<file path="src/rtl/pipeline_ctrl_pkg.sv">
// Shared definitions for the fetch-side pipeline control logic.
package pipeline_ctrl_pkg;

  typedef enum logic [1:0] {
    ST_IDLE   = 2'd0,
    ST_RUN    = 2'd1,
    ST_WAIT   = 2'd2,
    ST_HALTED = 2'd3
  } fetch_state_t;

  // Wide enough for the largest legal flush length (7).
  localparam int unsigned FLUSH_CNT_W = 3;

endpackage

</file>
<file path="src/rtl/flush_counter.sv">
// Down-counter that keeps decode squashed for a fixed number of cycles
// after each redirect. A load during an active count restarts it.
module flush_counter
  import pipeline_ctrl_pkg::*;
#(
  parameter int unsigned LOAD_VALUE = 2
) (
  input  logic i_clk,
  input  logic i_rst,
  input  logic i_load,
  output logic o_active
);

  logic [FLUSH_CNT_W-1:0] r_count;

  // Reload on redirect, otherwise count down to zero and stay there.
  always_ff @(posedge i_clk) begin
    if (i_rst) begin
      r_count <= '0;
    end else if (i_load) begin
      r_count <= FLUSH_CNT_W'(LOAD_VALUE);
    end else if (r_count != '0) begin
      r_count <= r_count - 1'b1;
    end
  end

  assign o_active = (r_count != '0);

endmodule

</file>
<file path="src/rtl/fetch_controller.sv">
// Fetch-stage controller: PC enable / redirect select, pending-redirect
// capture while blocked, decode flush after redirects, halt handling and
// a free-running count of PC updates.
module fetch_controller
  import pipeline_ctrl_pkg::*;
#(
  parameter int unsigned WIDTH        = 8,
  parameter int unsigned FLUSH_CYCLES = 2
) (
  input  logic             clock,
  input  logic             reset,
  input  logic             BranchTaken,
  input  logic [WIDTH-1:0] BranchTarget,
  input  logic             StallRequest,
  input  logic             InstrReady,
  input  logic             HaltRequest,
  output logic             FetchEnable,
  output logic             PCSelector,
  output logic [WIDTH-1:0] NewPC,
  output logic             FlushDecode,
  output logic             Halted,
  output logic [15:0]      FetchCount
);

  fetch_state_t     r_state;
  fetch_state_t     w_next_state;
  logic             r_pend_valid;
  logic [WIDTH-1:0] r_pend_target;
  logic [15:0]      r_fetch_count;
  logic             w_blocked;
  logic             w_pend_load;
  logic             w_pend_clear;

  assign w_blocked = StallRequest | ~InstrReady;

  // State register.
  always_ff @(posedge clock) begin
    if (reset) begin
      r_state <= ST_IDLE;
    end else begin
      r_state <= w_next_state;
    end
  end

  // Next-state and output decode. A live redirect beats a pending one,
  // and either suppresses a halt request (wrong-path instruction).
  always_comb begin
    w_next_state = r_state;
    FetchEnable  = 1'b0;
    PCSelector   = 1'b0;
    NewPC        = '0;
    w_pend_load  = 1'b0;
    w_pend_clear = 1'b0;
    unique case (r_state)
      ST_IDLE: begin
        w_next_state = ST_RUN;
      end
      ST_RUN, ST_WAIT: begin
        if (!w_blocked) begin
          w_next_state = ST_RUN;
          if (BranchTaken) begin
            FetchEnable  = 1'b1;
            PCSelector   = 1'b1;
            NewPC        = BranchTarget;
            w_pend_clear = 1'b1;
          end else if (r_pend_valid) begin
            FetchEnable  = 1'b1;
            PCSelector   = 1'b1;
            NewPC        = r_pend_target;
            w_pend_clear = 1'b1;
          end else if (HaltRequest) begin
            w_next_state = ST_HALTED;
          end else begin
            FetchEnable = 1'b1;
          end
        end else begin
          w_next_state = ST_WAIT;
          if (BranchTaken) begin
            w_pend_load = 1'b1;
          end else if (!r_pend_valid && HaltRequest) begin
            w_next_state = ST_HALTED;
          end
        end
      end
      ST_HALTED: begin
        w_next_state = ST_HALTED;
      end
      default: begin
        w_next_state = ST_IDLE;
      end
    endcase
  end

  // Pending redirect: latest captured target wins until it is consumed.
  always_ff @(posedge clock) begin
    if (reset) begin
      r_pend_valid  <= 1'b0;
      r_pend_target <= '0;
    end else if (w_pend_load) begin
      r_pend_valid  <= 1'b1;
      r_pend_target <= BranchTarget;
    end else if (w_pend_clear) begin
      r_pend_valid  <= 1'b0;
    end
  end

  // Count PC updates; wraps naturally at 16 bits.
  always_ff @(posedge clock) begin
    if (reset) begin
      r_fetch_count <= '0;
    end else if (FetchEnable) begin
      r_fetch_count <= r_fetch_count + 16'd1;
    end
  end

  flush_counter #(
    .LOAD_VALUE (FLUSH_CYCLES)
  ) u_flush_counter (
    .i_clk    (clock),
    .i_rst    (reset),
    .i_load   (PCSelector),
    .o_active (FlushDecode)
  );

  assign Halted     = (r_state == ST_HALTED);
  assign FetchCount = r_fetch_count;

endmodule

</file>
<file path="config.mk">
export PLATFORM = sky130hd
export DESIGN_NAME = fetch_controller
export DESIGN_NICKNAME = d
export VERILOG_FILES = /design/src/rtl/pipeline_ctrl_pkg.sv /design/src/rtl/flush_counter.sv /design/src/rtl/fetch_controller.sv
export SDC_FILE = /design/constraint.sdc
export NUM_CORES = 1
export LEC_CHECK = 0
export ABC_AREA = 1
export BUFFER_PORTS_ARGS = -buffer_cell sky130_fd_sc_hd__buf_4
export CAP_MARGIN = 20
export CORE_ASPECT_RATIO = 1.2
export CORE_MARGIN = 2
export CORE_UTILIZATION = 53
export DETAILED_ROUTE_END_ITERATION = 7
export GPL_ROUTABILITY_DRIVEN = 0
export PLACE_DENSITY_LB_ADDON = 0.3
export RECOVER_POWER = 25
export SYNTH_ARGS = -nofsm -noshare
export SYNTH_HDL_FRONTEND = slang
export SYNTH_HIERARCHICAL = 1
export SYNTH_SLANG_ARGS = --single-unit
</file>
<file path="constraint.sdc">
create_clock -name clock -period 1.75 [get_ports clock]
set_clock_uncertainty 0.1 [all_clocks]
set_input_delay 0.0875 -clock clock [delete_from_list [all_inputs] [get_ports clock]]
set_output_delay 0.0875 -clock clock [all_outputs]
set_load 0.02 [all_outputs]
</file>
==> results of run 1 <==
[placed cells by master (no fill, tap or decap), types with 4 or more instances in the layout]
master and instances:
nand2_1 51, dlygate4sd3_1 9, buf_6 7, nor2_1 33
clkbuf_4 5, nor3_1 4, a21oi_1 11, nor2_4 4
mux2i_1 8, inv_1 38, nand4_1 6, dfxtp_1 28
nand3_1 16, clkbuf_1 12, nor3_2 5, buf_4 27
o21ai_0 4
[synthesized netlist by cell type, types with 3 or more instances]
master,count,share of area [%]
a21oi_1,11,3.2
a21oi_2,3,1.5
dfxtp_1,30,35
ha_1,4,2.9
inv_1,39,8.6
mux2i_1,8,4.7
nand2_1,51,11
nand3_1,17,5.0
nand4_1,6,2.2
nor2_1,34,7.5
nor2_4,4,2.6
nor3_1,12,3.5
o21ai_0,4,1.2
o21ai_1,3,0.88
[report_power, final]
group | switching (mW) | internal (mW)
sequential | 0.0348 | 0.733
clock | 0.246 | 0.195
combinational | 0.288 | 0.206
total | 0.569 | 1.13
[worst min path at each step]
stage	start	end	slack (ns)
2_1_floorplan	reset	FetchCount[5]$_SDFFE_PP0P_	0.06
3_3_place_gp	BranchTarget[5]	r_pend_target[5]$_SDFFE_PP0P_	0.28
3_5_place_dp	BranchTarget[5]	r_pend_target[5]$_SDFFE_PP0P_	0.29
4_1_cts	BranchTaken	r_pend_target[5]$_SDFFE_PP0P_	0.04
5_1_grt	BranchTaken	r_pend_target[5]$_SDFFE_PP0P_	0.05
6_report	BranchTaken	r_pend_target[3]$_SDFFE_PP0P_	0.06
[area by class of cell]
class	count	area [um2]	area share, %
well taps	36	45.0	1.97
clock inverters	1	5.00	0.219
inverters	40	150	6.58
multi-input cells	169	1010	44.3
clock buffers	7	55.1	2.41
flip-flops and latches	30	603	26.4
repair buffers	54	413	18.1
[sequential cells by signal, indices dropped and copies added (netlist names)]
signal	flops
FetchCount	16
u_flush_counter/r_count	3
r_pend_valid	1
r_pend_target	8
r_state	2
[metrics by stage]
step,total power [mW],util [%]
floorplan,1.08,-
global placement,1.20,67.2
detailed placement,1.21,67.2
CTS,1.70,75.2
global route,1.79,74.7
finish,1.70,74.7
[worst reg2reg max path, cell delays in order (launching register included)]
cell     delay, ns
dfxtp_2       0.34
inv_1         0.06
ha_4          0.28
inv_1         0.09
nor2_4        0.18
nand2_8       0.10
nor2_4        0.15
nand3_1       0.09
nor2_1        0.11
nor2_1        0.06
[repair_timing]
action | 4_1_cts | 5_1_grt
setup endpoints to repair | 10 | 10
hold buffers | 9 | 0
resized for setup | 19 | 6
cloned | 1 | 0
hold endpoints to repair | 13 | 0
pin swaps | 9 | 2
[cell families (layout without fill, tap and decap cells)]
group / Yosys count / in the layout
AOI/OAI and AO/OA: 23 / 23
xor gates and xnor gates: 1 / 1
adders and majority gates: 4 / 4
buffers and inverters: 45 / 102
DFF: 30 / 30
muxes: 8 / 8
and+or+nand+nor: 133 / 133
[metal layers]
metal / wire (um) / part of all wire (%)
met2: 2130 / 51
met1: 1750 / 42
met4: 61 / 1.5
met3: 217 / 5.2
met5: 0 / 0
==> impl_metrics.tcl, run 1 <==
set metrics [dict create \
    status "finished clean" \
    grt_overflow 0 \
    crit_fanout 5 \
    path_clk_slew_ns 0.10 \
    critPathMaxStageDelay_ns 0.34 \
    clk_path_buf_depth 2 \
    arrival_ns 1.54 \
    antenna_found_initial 0 \
    drv_slew 0 \
    cts_tree "done" \
    die_w_um 55.8 \
    grt-busiest-layer "met2" \
    nFillCells 258 \
    area_growth_pct 33.9 \
    post_synth_instance_area_um2 1710 \
    syn-num-nets 262 \
    cp-endpoint "NewPC[4]" \
    grt_max_degree 20 \
    max_cap_violations 0 \
    antenna_cells 0 \
    r2r_slack_ns 0.11 \
    hold_viol 0 \
    fin_ws_ns 0.0222 \
    ys_types 28 \
    synth_top_family_by_area "simple AND/OR/NAND/NOR gates" \
    power_leakage_nw 1.04 \
    relSlewSlack_pct 67.3 \
    rsz0062_at_grt "true" \
    grtUsageTotal_pct 25.0 \
    worstMarginPinSlew_ns 0.490 \
    fin_setup_tns_ns 0 \
    synth-compound-area-share_pct 8.29 \
    via_per_inst 5.16 \
    power.density_nw_per_um2 746 \
    critPathCaptureType "output port" \
    rows 22 \
    reg2regPathDepth 9 \
    async_flop_share_pct 0 \
    drive_gt1_share_pct 24.3 \
    io_pins 42 \
    r2r_start "r_state[1]$_SDFF_PP0_" \
    drtIter0Drc 57 \
    finalCritPeriodShare_pct 98.7 \
    place_hpwl_um 2730 \
    ys_seq_elements 30 \
    start_util_pct 55.8 \
    drt_wl_total_um 4160 \
    antenna_left 0 \
    yosys.area_share.xor_xnor_pct 0.514 \
    cp-startpoint "r_state[1]$_SDFF_PP0_" \
    drcViolationCount 0 \
    cp_common_cell "buf_6" \
    worst_ep_required_time_ns 1.56 \
    fin_crit_ns 1.73 \
    stdcell_count 337 \
    final_nets 318 \
    wire_per_inst_um 12.3 \
    critical_path_class "register to output port" \
    min_path_type "input port to register" \
    die_h_um 66.1 \
    max-vdd-ir-drop_mv 0.681 \
    worstSkewPairLatency_ns 0.34 \
    vias 1739 \
    startpoint_type "register" \
    grt_pass1_vias 1646 \
    cts_sinks 30 \
    post_dp_cell_area_um2 2050 \
    fp.dieArea_um2 3690 \
    portBuffers 41 \
    hold_slack_ns 0.0591 \
    design_area_um2 2280 \
    post_cts_buffers 0 \
    crit_buf_inv 3 \
    syn_area_per_cell_um2 6.99 \
    crit_family "buffers and inverters" \
    yosys.area_share.simple_pct 37.9 \
    yosys_warnings 6 \
    first_pass_iters 4 \
    ys_seq_area_share_pct 35.2 \
    dp_cells 319 \
    synth_mux_area_share_pct 4.70 \
    crit_path_top_delay_cell "dfxtp_2" \
    grt_use_met1_pct 27.3 \
    cts_buffers 5 \
    post-place-ws_ns 0.0936 \
    cts_root_buf "clkbuf_4" \
    synthAdderAreaFrac_pct 2.93 \
    path_cells "inv_1 > ha_4 > nand3_4 > buf_6 > nor3_4 > buf_6" \
    coreArea_um2 3060 \
    ys.flop_type "dfxtp_1" \
    rr_endpoint "FetchCount[10]$_SDFFE_PP0P_" \
    htreeDepth 2 \
    grtUsageMet3_pct 6.07 \
    whs_path_depth 3 \
    max_freq_mhz 579 \
    met2_usage_pct 44.8 \
    setup_violations 0 \
    cp.depth 6 \
    synth-edff-count 0 \
    grt_pass1_wl_um 7170 \
    syn_inst 244 \
]
Note: power is estimated with default switching activity, not from simulation.
==> inputs of run 2 (changes only) <==
==> constraint.sdc (replaced) <==
create_clock -name clock -period 1.75 [get_ports clock]
set_clock_uncertainty 0.1 [all_clocks]
set_input_delay 0.2625 -clock clock [delete_from_list [all_inputs] [get_ports clock]]
set_output_delay 0.2625 -clock clock [all_outputs]
set_load 0.005 [all_outputs]
==> run 2 against run 1 <==
- register-to-register slack improved by 0.02 ns
- global-route usage fell by 2.4 points
- the flow now finishes with violations (setup timing)
- setup slack worse by 0.12 ns
- largest cell class unchanged
==> impl_metrics.tcl, run 2 (synthesized netlist as in run 1, its figures left out) <==
set metrics [dict create \
    crit_fanout 5 \
    clk_path_buf_depth 2 \
    crit_path_top_delay_cell "dfxtp_2" \
    critPathCaptureType "output port" \
    drive_gt1_share_pct 30.1 \
    min_path_type "input port to register" \
    path_clk_slew_ns 0.10 \
    cts_tree "done" \
    via_per_inst 5.05 \
    drcViolationCount 0 \
    place_hpwl_um 2750 \
    grt_pass1_wl_um 6510 \
    vias 1675 \
    final_common_cell "nand2_1" \
    antenna_found_initial 0 \
    htreeDepth 2 \
    drv_slew 0 \
    critical_path_class "register to output port" \
    design_area_um2 2280 \
    antenna_cells 0 \
    status "complete, but fails checks" \
    coreArea_um2 3060 \
    fin_ws_ns -0.102 \
    fin_setup_tns_ns -0.702 \
    violations "setup timing" \
    antenna_left 0 \
    fp.dieArea_um2 3690 \
    largest_reg_flops 16 \
    cts_sinks 30 \
    final_nets 313 \
    wire_per_inst_um 11.9 \
    arrival_ns 1.49 \
    rows 22 \
    max_cap_violations 0 \
    area_growth_pct 33.7 \
    dp_cells 320 \
    power_leakage_nw 1.07 \
    post_dp_cell_area_um2 2060 \
    grtUsageTotal_pct 22.6 \
    fin_crit_ns 1.85 \
    layout_common_cells "nand2_1 (51), inv_1 (37), buf_4 (33)" \
    worstMarginPinSlew_ns 0.538 \
    grt_max_degree 19 \
    portBuffers 41 \
    path_cells "inv_2 > ha_4 > nand3_4 > buf_8 > nor3_4 > buf_4" \
    hold_viol 0 \
    relSlewSlack_pct 64.1 \
    power.density_nw_per_um2 731 \
    rsz0062_at_grt "true" \
    drtIter0Drc 60 \
    max-vdd-ir-drop_mv 0.589 \
    worstSkewPairLatency_ns 0.33 \
    stdcell_count 332 \
    first_pass_iters 4 \
    finalCritPeriodShare_pct 106 \
    cts_root_buf "clkbuf_4" \
    drt_wl_total_um 3960 \
    cts_buffers 5 \
    start_util_pct 55.8 \
    critPathMaxStageDelay_ns 0.34 \
    die_h_um 66.1 \
    grt_overflow 0 \
    startpoint_type "register" \
    die_w_um 55.8 \
    setup_violations 10 \
    io_pins 42 \
    worst_ep_required_time_ns 1.39 \
    grt_pass1_vias 1526 \
    max_freq_mhz 540 \
]
## run 2: cell count changes in the layout (fill, tap and decap cells not counted), sizes merged
| cell | previous run | this run |
|---|---|---|
| dlygate4sd3 | 9 | 0 |
| clkbuf | 18 | 19 |
| buf | 34 | 37 |
## run 2: per-stage QoR
| step | hold slack (ns) | power [mW] | utilization (%) | setup WS, ns |
|---|---|---|---|---|
| floorplan | 0.232 | 1.05 | - | 0.0964 |
| global placement | 0.348 | 1.17 | 67.4 | 0.116 |
| detailed placement | 0.353 | 1.18 | 67.4 | 0.0813 |
| CTS | 0.0999 | 1.66 | 73.4 | -0.0999 |
| global route | 0.0851 | 1.78 | 74.7 | -0.182 |
| finish | 0.108 | 1.67 | 74.7 | -0.102 |
## run 2: layer usage
layer	global-route usage, %	vias up	wire (um)
li1	-	879	-
met1	25.7	751	1690
met2	39.0	35	2020
met3	5.87	10	167
met4	11.6	0	76
met5	0	-	0
## run 2: path summary, 6_finish.rpt
check                                 from                             to  cells after the start  slack, ns
max                  r_state[1]$_SDFF_PP0_                       NewPC[2]                      6      -0.10
max reg2reg          r_state[1]$_SDFF_PP0_    FetchCount[11]$_SDFFE_PP0P_                      9       0.13
min                        BranchTarget[0]  r_pend_target[0]$_SDFFE_PP0P_                      3       0.11
min reg2reg  r_pend_target[0]$_SDFFE_PP0P_  r_pend_target[0]$_SDFFE_PP0P_                      2       0.37
## run 2: report_power, final
part	internal [mW]	switching, mW	total, mW
combinational	0.201	0.260	0.461
sequential	0.733	0.0352	0.768
clock	0.194	0.245	0.439
## run 2: cell type report
type                            count  area (um2)
Clock buffer                        7        55.1
Clock inverter                      1        5.00
Fill cell                         244         774
Inverter                           40         150
Multi-Input combinational cell    169        1040
Sequential cell                    30         603
Tap cell                           36        45.0
Timing Repair Buffer               49         383
## run 2: repair_timing
action	CTS	global route
gates cloned	1	0
hold endpoints to repair	0	0
pin swaps	11	0
setup endpoints to repair	10	16
buffers inserted	3	1
resized for setup	22	8
hold buffers	0	0
## run 2: worst max-delay path: cells and delay by family (launching register included)
family        cells  cell delay, ns
flops             1            0.34
buf+inv           3            0.34
fa+ha+maj         1            0.27
simple gates      2            0.21
==> inputs of run 3 (changes only) <==
--- a/config.mk
+++ b/config.mk
@@ -5,12 +5,11 @@
 export SDC_FILE = /design/constraint.sdc
 export NUM_CORES = 1
 export LEC_CHECK = 0
-export ABC_AREA = 1
 export BUFFER_PORTS_ARGS = -buffer_cell sky130_fd_sc_hd__buf_4
 export CAP_MARGIN = 20
 export CORE_ASPECT_RATIO = 1.2
 export CORE_MARGIN = 2
-export CORE_UTILIZATION = 53
+export CORE_UTILIZATION = 51
 export DETAILED_ROUTE_END_ITERATION = 7
 export GPL_ROUTABILITY_DRIVEN = 0
 export PLACE_DENSITY_LB_ADDON = 0.3
==> run 3 against run 2 <==
- the run still ends with setup timing left
- critical path depth is the same
- clock power grew 3%
- setup slack lost 0.14 ns
- sequential share of layout area grew 1.2 points
- register-to-register slack lost 0.33 ns
- sequential power grew 1%
- clock-buffer cell count is the same
- flip-flop and latch count is the same
- largest power group unchanged
- highest routed layer unchanged
==> impl_metrics.tcl, run 3 <==
set metrics [dict create \
    final_core_util_pct 79.6 \
    antenna_cells 0 \
    yosysTopAreaCell "dfxtp_1" \
    ys_seq_area_share_pct 41.1 \
    drcViolationCount 0 \
    htreeDepth 2 \
    grt_pass1_wl_um 6160 \
    fp.dieArea_um2 3310 \
    final_common_cell "buf_4" \
    power_leakage_nw 1.01 \
    syn-num-nets 185 \
    ys.flop_type "dfxtp_1" \
    post_dp_cell_area_um2 1950 \
    violations "setup timing" \
    power.density_nw_per_um2 736 \
    finalCritPeriodShare_pct 114 \
    ys_seq_elements 30 \
    fin_crit_ns 1.99 \
    drive_gt1_share_pct 44.3 \
    path_clk_slew_ns 0.10 \
    worstMarginPinSlew_ns 0.374 \
    start_util_pct 52.9 \
    clk_path_buf_depth 2 \
    post_synth_instance_area_um2 1460 \
    yosys.area.top_type_share_pct 41.1 \
    reg2regPathDepth 7 \
    arrival_ns 1.63 \
    die_h_um 62.6 \
    drtIter0Drc 40 \
    wire_per_inst_um 15.5 \
    cts_buffers 5 \
    max_cap_violations 0 \
    final_nets 252 \
    post-place-ws_ns -0.141 \
    grt_pass1_vias 1484 \
    total_power_mw 1.62 \
    place_hpwl_um 2680 \
    hold_viol 0 \
    antenna_found_initial 0 \
    r2r_start "r_state[0]$_SDFF_PP0_" \
    syn_inst 167 \
    cts_sinks 30 \
    area_growth_pct 50.5 \
    grt_max_degree 32 \
    layout_common_cells "buf_4 (61), dfxtp_1 (25), nor2_1 (25)" \
    grt_overflow 0 \
    rr_endpoint "FetchCount[15]$_SDFFE_PP0P_" \
    max-vdd-ir-drop_mv 0.731 \
    grtUsageTotal_pct 24.4 \
    critPathCaptureType "output port" \
    synth_common_cells "dfxtp_1 (30), nor2_1 (28), mux2i_1 (17)" \
    critical_path_class "register to output port" \
    setup_violations 16 \
    coreArea_um2 2760 \
    drv_slew 0 \
    min_path_type "input port to register" \
    largest_reg_flops 16 \
    fin_ws_ns -0.240 \
    ys_types 35 \
    synth_area_leaders "dfxtp_1 (41%), mux2i_1 (12%), nor2_1 (7.2%)" \
    crit_fanout 5 \
    synth-edff-count 0 \
    via_per_inst 5.48 \
    synth_most_common_cell "dfxtp_1" \
    die_w_um 52.8 \
    cts_root_buf "clkbuf_4" \
    rsz0062_at_grt "true" \
    antenna_left 0 \
    first_pass_iters 4 \
    rows 21 \
    max_freq_mhz 503 \
    yosys_warnings 6 \
    status "complete, but fails checks" \
    cp-startpoint "r_state[0]$_SDFF_PP0_" \
    drt_wl_total_um 4170 \
    syn_area_per_cell_um2 8.74 \
    async_flop_share_pct 0 \
    worstSkewPairLatency_ns 0.35 \
    cts_tree "done" \
    hold_buffers 0 \
    portBuffers 41 \
    worst_ep_required_time_ns 1.39 \
    vias 1473 \
    io_pins 42 \
    relSlewSlack_pct 75.0 \
    nFillCells 171 \
    fin_setup_tns_ns -2.89 \
    cp-endpoint "NewPC[5]" \
    r2r_slack_ns -0.20 \
    design_area_um2 2200 \
    startpoint_type "register" \
]
-- run 3: cell types whose count changed after synthesis, moves of 4 or more --
cell and delta:
mux2i_1 +9, nor3_1 -9, inv_1 -31, nor2_1 -6, or3_1 +4, xnor2_1 +5, nand3_1 -11, nor2_4 -4
nand2_1 -46
-- run 3: repair_timing --
item / in CTS / in global routing
setup buffers: 5 / 3
gates resized for setup: 10 / 20
gates cloned: 0 / 1
setup endpoints to repair: 17 / 22
pin swaps: 3 / 10
-- run 3: per-layer routing --
layer / wire length, um / global-route usage [%] / share of wire, % / vias up
met1: 1620 / 25.8 / 39 / 701
met3: 195 / 7.42 / 4.7 / 6
met5: 0 / 0 / 0 / -
met4: 46 / 8.97 / 1.1 / 0
met2: 2300 / 43.8 / 55 / 45
li1: - / - / - / 721
-- run 3: cell type report --
| type | count | area [um2] | area share (%) |
|---|---|---|---|
| well taps | 34 | 42.5 | 1.94 |
| repair buffers | 66 | 510 | 23.2 |
| inverters | 8 | 30.0 | 1.37 |
| multi-input cells | 123 | 947 | 43.1 |
| flip-flops and latches | 30 | 607 | 27.6 |
| clock buffers | 7 | 55.1 | 2.51 |
| clock inverters | 1 | 5.00 | 0.228 |
-- run 3: worst min path at each step --
stage,from,to,cells past startpoint
6_report,BranchTarget[7],r_pend_target[7]$_SDFFE_PP0P_,3
3_5_place_dp,r_pend_target[3]$_SDFFE_PP0P_,r_pend_target[3]$_SDFFE_PP0P_,2
5_1_grt,BranchTarget[7],r_pend_target[7]$_SDFFE_PP0P_,3
2_1_floorplan,reset,u_flush_counter/r_count[1]$_SDFFE_PP0P_,1
4_1_cts,BranchTarget[7],r_pend_target[7]$_SDFFE_PP0P_,3
3_3_place_gp,r_pend_target[5]$_SDFFE_PP0P_,r_pend_target[5]$_SDFFE_PP0P_,2
-- run 3: kinds of logic (layout without fill, tap and decap cells) --
kind of cell	after synthesis	count (layout)	share of synthesized area, %
and+or+nand+nor	71	71	26.4
muxes	18	18	12.4
adders and majority gates	4	4	3.43
DFF	30	30	41.1
xor gates and xnor gates	9	9	5.40
buffers and inverters	15	82	3.86
AOI/OAI and AO/OA	20	21	7.37
-- run 3: stage by stage --
step / instances / hold WS [ns]
3_3_place_gp: 252 / 0.375
4_1_cts: 265 / 0.0658
2_1_floorplan: 167 / 0.232
6_report: 269 / 0.0639
5_1_grt: 269 / 0.0696
3_5_place_dp: 252 / 0.387
-- run 3: worst max-delay path: stages (launching register included) --
cell,delay [ns]
dfxtp_2,0.35
inv_2,0.04
ha_4,0.25
and3b_2,0.28
o21ai_4,0.12
nor2_1,0.12
buf_4,0.12
-- run 3: power by group --
group	internal, mW	switching, mW
Clock	0.194	0.258
Combinational	0.198	0.190
Sequential	0.734	0.0416
Total	1.13	0.490
